<file path="src/rtl/apb_bridge_ctrl_p.sv">
// AHB-to-APB bridge controller: one qualified AHB transfer becomes one APB SETUP/ACCESS pair,
// with one-hot slave decode, wait states, error mapping and an optional ACCESS timeout.
//
// state  | meaning
// IDLE   | ready for next AHB transfer, Hreadyout=1
// WWAIT  | write data phase, capture Hwdata
// SETUP  | APB setup, Psel asserted
// ACCESS | APB access, Penable asserted, waiting for Pready
// ERR1   | first ERROR cycle, Hreadyout=0
// ERR2   | second ERROR cycle, Hreadyout=1
module apb_bridge_ctrl_p #(
  parameter int ADDR_W  = 32,
  parameter int DATA_W  = 32,
  parameter int NUM_SLV = 3,
  parameter int SEL_LSB = 28,
  parameter int TIMEOUT = 16
) (
  input  logic              Hclk,
  input  logic              Hreset,
  input  logic              valid,
  input  logic [ADDR_W-1:0] Haddr,
  input  logic              Hwrite,
  input  logic [DATA_W-1:0] Hwdata,
  output logic              Hreadyout,
  output logic              Hresp,
  output logic [DATA_W-1:0] Hrdata,
  output logic [ADDR_W-1:0] Paddr,
  output logic [DATA_W-1:0] Pwdata,
  output logic              Pwrite,
  output logic [NUM_SLV-1:0] Psel,
  output logic              Penable,
  input  logic              Pready,
  input  logic              Pslverr,
  input  logic [DATA_W-1:0] Prdata
);

  localparam int SW    = (NUM_SLV > 1) ? $clog2(NUM_SLV) : 1;
  localparam int CNT_W = (TIMEOUT > 1) ? $clog2(TIMEOUT) : 1;
  localparam logic [CNT_W-1:0] CNT_LAST = (TIMEOUT > 0) ? CNT_W'(TIMEOUT - 1) : '0;
  localparam logic [SW:0]      SLV_LIM  = (SW + 1)'(NUM_SLV);

  localparam logic [2:0] S_IDLE   = 3'd0;
  localparam logic [2:0] S_WWAIT  = 3'd1;
  localparam logic [2:0] S_SETUP  = 3'd2;
  localparam logic [2:0] S_ACCESS = 3'd3;
  localparam logic [2:0] S_ERR1   = 3'd4;
  localparam logic [2:0] S_ERR2   = 3'd5;

  logic [2:0]         state_q, state_d;
  logic [SW-1:0]      idx_q, idx_d;
  logic [CNT_W-1:0]   cnt_q, cnt_d;
  logic [ADDR_W-1:0]  paddr_q, paddr_d;
  logic [DATA_W-1:0]  pwdata_q, pwdata_d;
  logic               pwrite_q, pwrite_d;
  logic [DATA_W-1:0]  hrdata_q, hrdata_d;
  logic [NUM_SLV-1:0] psel_q, psel_d;
  logic               penable_q, penable_d;
  logic               hready_q, hready_d;
  logic               hresp_q, hresp_d;
  logic [SW-1:0]      addr_idx;

  assign addr_idx = Haddr[SEL_LSB +: SW];

  always_comb begin
    state_d  = state_q;
    idx_d    = idx_q;
    cnt_d    = cnt_q;
    paddr_d  = paddr_q;
    pwdata_d = pwdata_q;
    pwrite_d = pwrite_q;
    hrdata_d = hrdata_q;
    case (state_q)
      S_IDLE: begin
        if (valid) begin
          paddr_d  = Haddr;
          pwrite_d = Hwrite;
          idx_d    = addr_idx;
          if ({1'b0, addr_idx} >= SLV_LIM) state_d = S_ERR1;
          else if (Hwrite)                 state_d = S_WWAIT;
          else                             state_d = S_SETUP;
        end
      end
      S_WWAIT: begin
        pwdata_d = Hwdata;
        state_d  = S_SETUP;
      end
      S_SETUP: state_d = S_ACCESS;
      S_ACCESS: begin
        if (Pready) begin
          if (Pslverr) begin
            state_d = S_ERR1;
          end else begin
            if (!pwrite_q) hrdata_d = Prdata;
            state_d = S_IDLE;
          end
        end else begin
          // TIMEOUT=0 never aborts; the counter is then free-running and unused
          if ((TIMEOUT != 0) && (cnt_q == CNT_LAST)) state_d = S_ERR1;
          cnt_d = cnt_q + CNT_W'(1);
        end
      end
      S_ERR1:  state_d = S_ERR2;
      S_ERR2:  state_d = S_IDLE;
      default: state_d = S_IDLE;
    endcase
    if ((state_d == S_SETUP) && (state_q != S_SETUP)) cnt_d = '0;

    // Outputs decoded from the next state so they leave the flops glitch-free
    hready_d  = (state_d == S_IDLE) || (state_d == S_ERR2);
    hresp_d   = (state_d == S_ERR1) || (state_d == S_ERR2);
    penable_d = (state_d == S_ACCESS);
    psel_d    = '0;
    if ((state_d == S_SETUP) || (state_d == S_ACCESS)) begin
      for (int i = 0; i < NUM_SLV; i++) psel_d[i] = (idx_d == SW'(i));
    end
  end

  always_ff @(posedge Hclk) begin
    if (Hreset) begin
      state_q   <= S_IDLE;
      idx_q     <= '0;
      cnt_q     <= '0;
      paddr_q   <= '0;
      pwdata_q  <= '0;
      pwrite_q  <= 1'b0;
      hrdata_q  <= '0;
      psel_q    <= '0;
      penable_q <= 1'b0;
      hready_q  <= 1'b1;
      hresp_q   <= 1'b0;
    end else begin
      state_q   <= state_d;
      idx_q     <= idx_d;
      cnt_q     <= cnt_d;
      paddr_q   <= paddr_d;
      pwdata_q  <= pwdata_d;
      pwrite_q  <= pwrite_d;
      hrdata_q  <= hrdata_d;
      psel_q    <= psel_d;
      penable_q <= penable_d;
      hready_q  <= hready_d;
      hresp_q   <= hresp_d;
    end
  end

  assign Hreadyout = hready_q;
  assign Hresp     = hresp_q;
  assign Hrdata    = hrdata_q;
  assign Paddr     = paddr_q;
  assign Pwdata    = pwdata_q;
  assign Pwrite    = pwrite_q;
  assign Psel      = psel_q;
  assign Penable   = penable_q;

endmodule

</file>
<file path="config.mk">
export PLATFORM = sky130hd
export DESIGN_NAME = apb_bridge_ctrl_p
export DESIGN_NICKNAME = d
export VERILOG_FILES = /design/src/rtl/apb_bridge_ctrl_p.sv
export SDC_FILE = /design/constraint.sdc
export NUM_CORES = 1
export LEC_CHECK = 0
export CORE_ASPECT_RATIO = 0.8
export CORE_MARGIN = 1.5
export CORE_UTILIZATION = 42
export CTS_BUF_LIST = sky130_fd_sc_hd__clkbuf_16
export CTS_CLUSTER_DIAMETER = 80
export DETAILED_ROUTE_END_ITERATION = 12
export PLACE_DENSITY = 0.85
export RECOVER_POWER = 50
export SYNTH_ARGS = -nofsm -noshare
export SYNTH_HDL_FRONTEND = slang
export SYNTH_SLANG_ARGS = --single-unit
</file>
<file path="constraint.sdc">
create_clock -name Hclk -period 3.4 [get_ports Hclk]
set_input_delay 0.68 -clock Hclk [delete_from_list [all_inputs] [get_ports Hclk]]
set_output_delay 0.68 -clock Hclk [all_outputs]
set_load 0.02 [all_outputs]
</file>
Yosys cells after proc, flatten, opt, wreduce, memory -nomap -nowiden
Index checks and enable logic that the tools add are counted.
{ "classes": {"addsub": 1, "multipliers": 0, "n_div": 0, "order_cmp": 1, "eq_ne": 12, "shift": 0, "muxes": 9, "n_bitwise": 4, "n_reduce_logical": 12} }
{ "ops": {"columns": ["op", "count"], "rows": [
  ["3-bit two-way mux", 5],
  ["3-bit case mux with 5 select lines", 1],
  ["3-bit by 2-bit equality test with 1-bit output (second input constant)", 4],
  ["3-bit equality test (second input constant)", 3],
  ["3-bit logical NOT", 2],
  ["2-bit two-way mux", 3],
  ["4-bit by 1-bit adder with 4-bit output (second input constant)", 1],
  ["4-bit equality test (second input constant)", 1],
  ["1-bit inverter", 4],
  ["2-bit AND reduction", 2],
  ["4-bit AND reduction", 1],
  ["2-bit OR reduction", 2],
  ["3-bit by 1-bit equality test with 1-bit output (second input constant)", 1],
  ["1-bit logical OR", 3],
  ["3-bit by 2-bit inequality test with 1-bit output (second input constant)", 1],
  ["2-bit by 1-bit equality test with 1-bit output (second input constant)", 1],
  ["2-bit equality test (second input constant)", 1],
  ["2-bit greater-or-equal comparator (second input constant)", 1],
  ["2-bit logical NOT", 1],
  ["1-bit logical AND", 1]
]} }
{ "totals": {"reg_bits": 112, "latchBits": 0, "mem_bits_rw": 0, "romBits": 0, "in_bits": 102, "wordCells": 50, "memories": 0} }

Longest topological paths before layout
{ "depth": {"word_depth": 8, "depth_mapped": 7, "ltp_nobuf": 5} }

Least setup slack after synthesis
OpenSTA, ideal clock, no wires.
{ "synth_timing": {"kind": "input to register", "start": "input valid", "end": "register paddr_q[10] (netlist: Paddr[10])", "arrival_ps": 1611, "path_slack_ps": 1657, "cell_stages": 5, "n_path_buf": 2, "path_cell_list": "or4b_1 -> clkbuf_1 -> clkbuf_1 -> nand2_1 -> a21oi_1"} }
{ "synth_between": {"elab_chain_len": 1} }
{ "synth_rtl": {"columns": ["element", "line_no", "rtl"], "rows": [
  ["start: declaration", "20", "input logic valid,"],
  ["2-bit AND reduction (no line)", null, null],
  ["end signal: assignment", "135", "paddr_q <= paddr_d;"],
  ["end: declaration", "52", "logic [ADDR_W-1:0] paddr_q, paddr_d;"]
]} }
Every way passes these cells.
A chain may end at the register's enable or synchronous reset.

Worst setup path after layout
{ "layout_timing": {"start": "input Pslverr", "end": "register hrdata_q[21] (netlist: Hrdata[21])"} }
{ "layout_between": {"elab_chain_len": 2} }
{ "layout_rtl": {"columns": ["element", "line_no", "rtl"], "rows": [
  ["start: declaration", "33", "input logic Pslverr,"],
  ["1-bit inverter (no line)", null, null],
  ["4-bit AND reduction (no line)", null, null],
  ["end signal: assignment", "138", "hrdata_q <= hrdata_d;"],
  ["end: declaration", "55", "logic [DATA_W-1:0] hrdata_q, hrdata_d;"]
]} }
Every way passes these cells.

==> flow_summary.json <==
{
  "drcViolationCount": 0,
  "synth_fp_nets": 591,
  "die_w_um": 111,
  "r2r_cells": 5,
  "worst_pin_slew_ps": 1320,
  "crit_start": "Pslverr",
  "start_util_pct": 43.4,
  "fin_hold_ws_ps": 452,
  "port_buffers": 204,
  "maxCapViolCount": 0,
  "hp-start": "Hrdata[0]$_SDFFE_PP0P_",
  "cts_tree": "built",
  "final-hold-violation-count": 0,
  "yosys-top-cells-area": "dfxtp_1, nand2_1, a21oi_1, clkbuf_1, nor2_1",
  "crit_fanout": 32,
  "min_period_ps": 2620,
  "stdcell_area_um2": 6300,
  "hold_depth": 2,
  "avgSynthCellArea_um2": 8.07,
  "r2r-start": "state_q[1]$_SDFF_PP0_",
  "hold_path_class": "register to register",
  "antenna_cells": 0,
  "first_iter_violations": 209,
  "worst_ep_arrival_time_ps": 2880,
  "clock_latency_ps": 340,
  "end_kind": "register",
  "final_antenna_net_count": 0,
  "ctsHoldBuffers": 0,
  "grt_pass1_wl_um": 17100,
  "synth_cells": 488,
  "grt-ovfl-total": 0,
  "root_buffer": "clkbuf_16",
  "yosys.area.top_type_share_pct": 56.9,
  "cts.sinks": 112,
  "wl_per_cell_um": 13.8,
  "cp_slowest_stage_delay_ps": 960,
  "rsz0062_at_grt": "no",
  "core_region_area_um2": 9080,
  "syn-cell-area_um2": 3940,
  "dieArea_um2": 9970,
  "gp_routability_congestion": 0.797,
  "synth_seq_cells": 112,
  "place_area_um2": 6030,
  "fin_util_pct": 69.4,
  "reg2reg_to": "Hrdata[21]$_SDFFE_PP0P_",
  "yosysWarnings": 0,
  "clkSlewWorstSetupHoldPaths_ps": 70,
  "grt_pass1_vias": 3577,
  "synth.distinct_cells": 29,
  "yosysSeqAreaShare_pct": 56.9,
  "maxSlewHeadroom_pct": 11.9,
  "crit_family": "buffers and inverters",
  "setup_tns_ps": 0,
  "slew_viol_final": 0,
  "crit_chain": "dlygate4sd3_1 -> nor2_1 -> and3_1 -> clkbuf_1 -> nand2_1 -> a21oi_1",
  "skew_ps": 4.48,
  "io_pins": 205,
  "post-synth-top-area-cell": "dfxtp_1",
  "crit_buf_inv": 2,
  "vdd_drop_max_uv": 354,
  "dp_hpwl_um": 7790,
  "fin_cells": 793,
  "yosys_most_used_dff": "dfxtp_1",
  "yosys-top-cells-count": "nand2_1, dfxtp_1, a21oi_1, clkbuf_1, nor2_1",
  "synthToLayoutAreaGrowth_pct": 59.9,
  "ff_latch_area_um2": 2240,
  "period_share_pct": 76.9,
  "fmax_ghz": 0.382,
  "layout-drive-gt1-share_pct": 3.69,
  "avgViaCountPerCell": 4.94,
  "yosysMostFrequentCell": "nand2_1",
  "die_height_um": 89.6,
  "crit_slowest_cell": "clkbuf_1",
  "ys_async_sr_fraction_pct": 0,
  "wirelength_um": 11000,
  "vias": 3917,
  "required_ps": 3660,
  "cts_buffer_depth": 2,
  "synth_edf_count": 0,
  "reg2reg_slack_ps": 1040,
  "core.rowCount": 31,
  "grt_start_max_net_pins": 106,
  "cellPowerDensity_nw_per_um2": 505,
  "antenna_found_initial": 0,
  "grt_usage_pct": 21.3,
  "p_leak_nw": 2.35,
  "drt_pass1_iterations": 5,
  "final_nets": 776,
  "cts-htree-levels": 3,
  "outcome": "finished clean",
  "cp-start-kind": "input pin",
  "critPathKind": "input pin to register",
  "postCtsSetupRepairBufs": 0,
  "place_inst": 777,
  "hold_end": "Hrdata[0]$_SDFFE_PP0P_",
  "numCtsBuffers": 9,
  "finalSetupViolCount": 0,
  "ctsResizeCount": 0,
  "multi_input_area_um2": 1570,
  "n_fill_cell": 745
}
[worst register-to-register path, cell delays in order (launching register included)]
cell and delay [ps]:
dfxtp_1 550, and3b_1 260, and3_1 160, clkbuf_1 960
nand2_1 180, a21oi_1 170
[kinds of logic (layout without fill, tap and decap cells)]
group | after synthesis | count (layout) | synth area share (%)
buffers and inverters | 35 | 225 | 3.49
xor gates and xnor gates | 3 | 3 | 0.667
AOI/OAI and AO/OA | 110 | 110 | 14.7
and+or+nand+nor | 226 | 226 | 23.6
DFF | 112 | 112 | 56.9
adders and majority gates | 1 | 1 | 0.318
muxes | 1 | 1 | 0.254
[how the worst max path moves through the flow]
stage	slack, ps	depth (start not counted)	endpoint
finish	780	6	Hrdata[21]$_SDFFE_PP0P_
CTS	1220	5	Paddr[10]$_SDFFE_PP0P_
detailed placement	870	5	Paddr[10]$_SDFFE_PP0P_
floorplan	1660	5	Paddr[10]$_SDFFE_PP0P_
global route	600	6	Hrdata[7]$_SDFFE_PP0P_
global placement	960	5	Paddr[5]$_SDFFE_PP0P_
[flip-flops by register name, summed over array words and instances (netlist names)]
register and count:
Psel 3, Penable 1, Pwrite 1, Pwdata 32, idx_q 2, Paddr 32
cnt_q 4, Hrdata 32, state_q 3, Hresp 1, Hreadyout 1
[layout by cell type, fill, tap and decap left out, types with 2 or more instances in the layout]
master,synthesis,routed
dlygate4sd3_1,0,38
dfxtp_1,112,112
inv_6,0,2
clkinv_4,0,2
a31oi_1,2,2
and3_1,3,3
clkbuf_16,0,9
nand3_1,2,2
nor2_1,11,11
nand2_1,199,199
xor2_1,2,2
clkdlybuf4s50_1,0,165
a21oi_1,102,102
buf_4,0,5
[per-stage QoR]
| step | worst slack [ps] | total power [W] |
|---|---|---|
| after detailed placement | 868 | 0.00226 |
| after floorplan | 1660 | 0.00188 |
| final | 784 | 0.00318 |
| after global placement | 962 | 0.00224 |
| after CTS | 1220 | 0.00323 |
| after global routing | 601 | 0.00334 |
[power by group]
part           switching, W  internal, W  total [W]
clock network      0.000463     0.000499   0.000961
registers         0.0000649      0.00142    0.00148
logic              0.000392     0.000346   0.000738
[layer usage]
| layer | share of wire (%) | track usage (%) |
|---|---|---|
| met3 | 9.2 | 8.52 |
| met1 | 40 | 25.2 |
| met4 | 1.9 | 6.79 |
| met5 | 0 | 0 |
| met2 | 49 | 36.3 |
[final cells by class]
class	count	area share, %
Clock buffer	9	3.58
Timing Repair Buffer	209	32.9
Sequential cell	112	35.6
Tap cell	115	2.28
Clock inverter	7	0.755
Multi-Input combinational cell	341	24.9
Note: power is estimated with default switching activity, not from simulation.
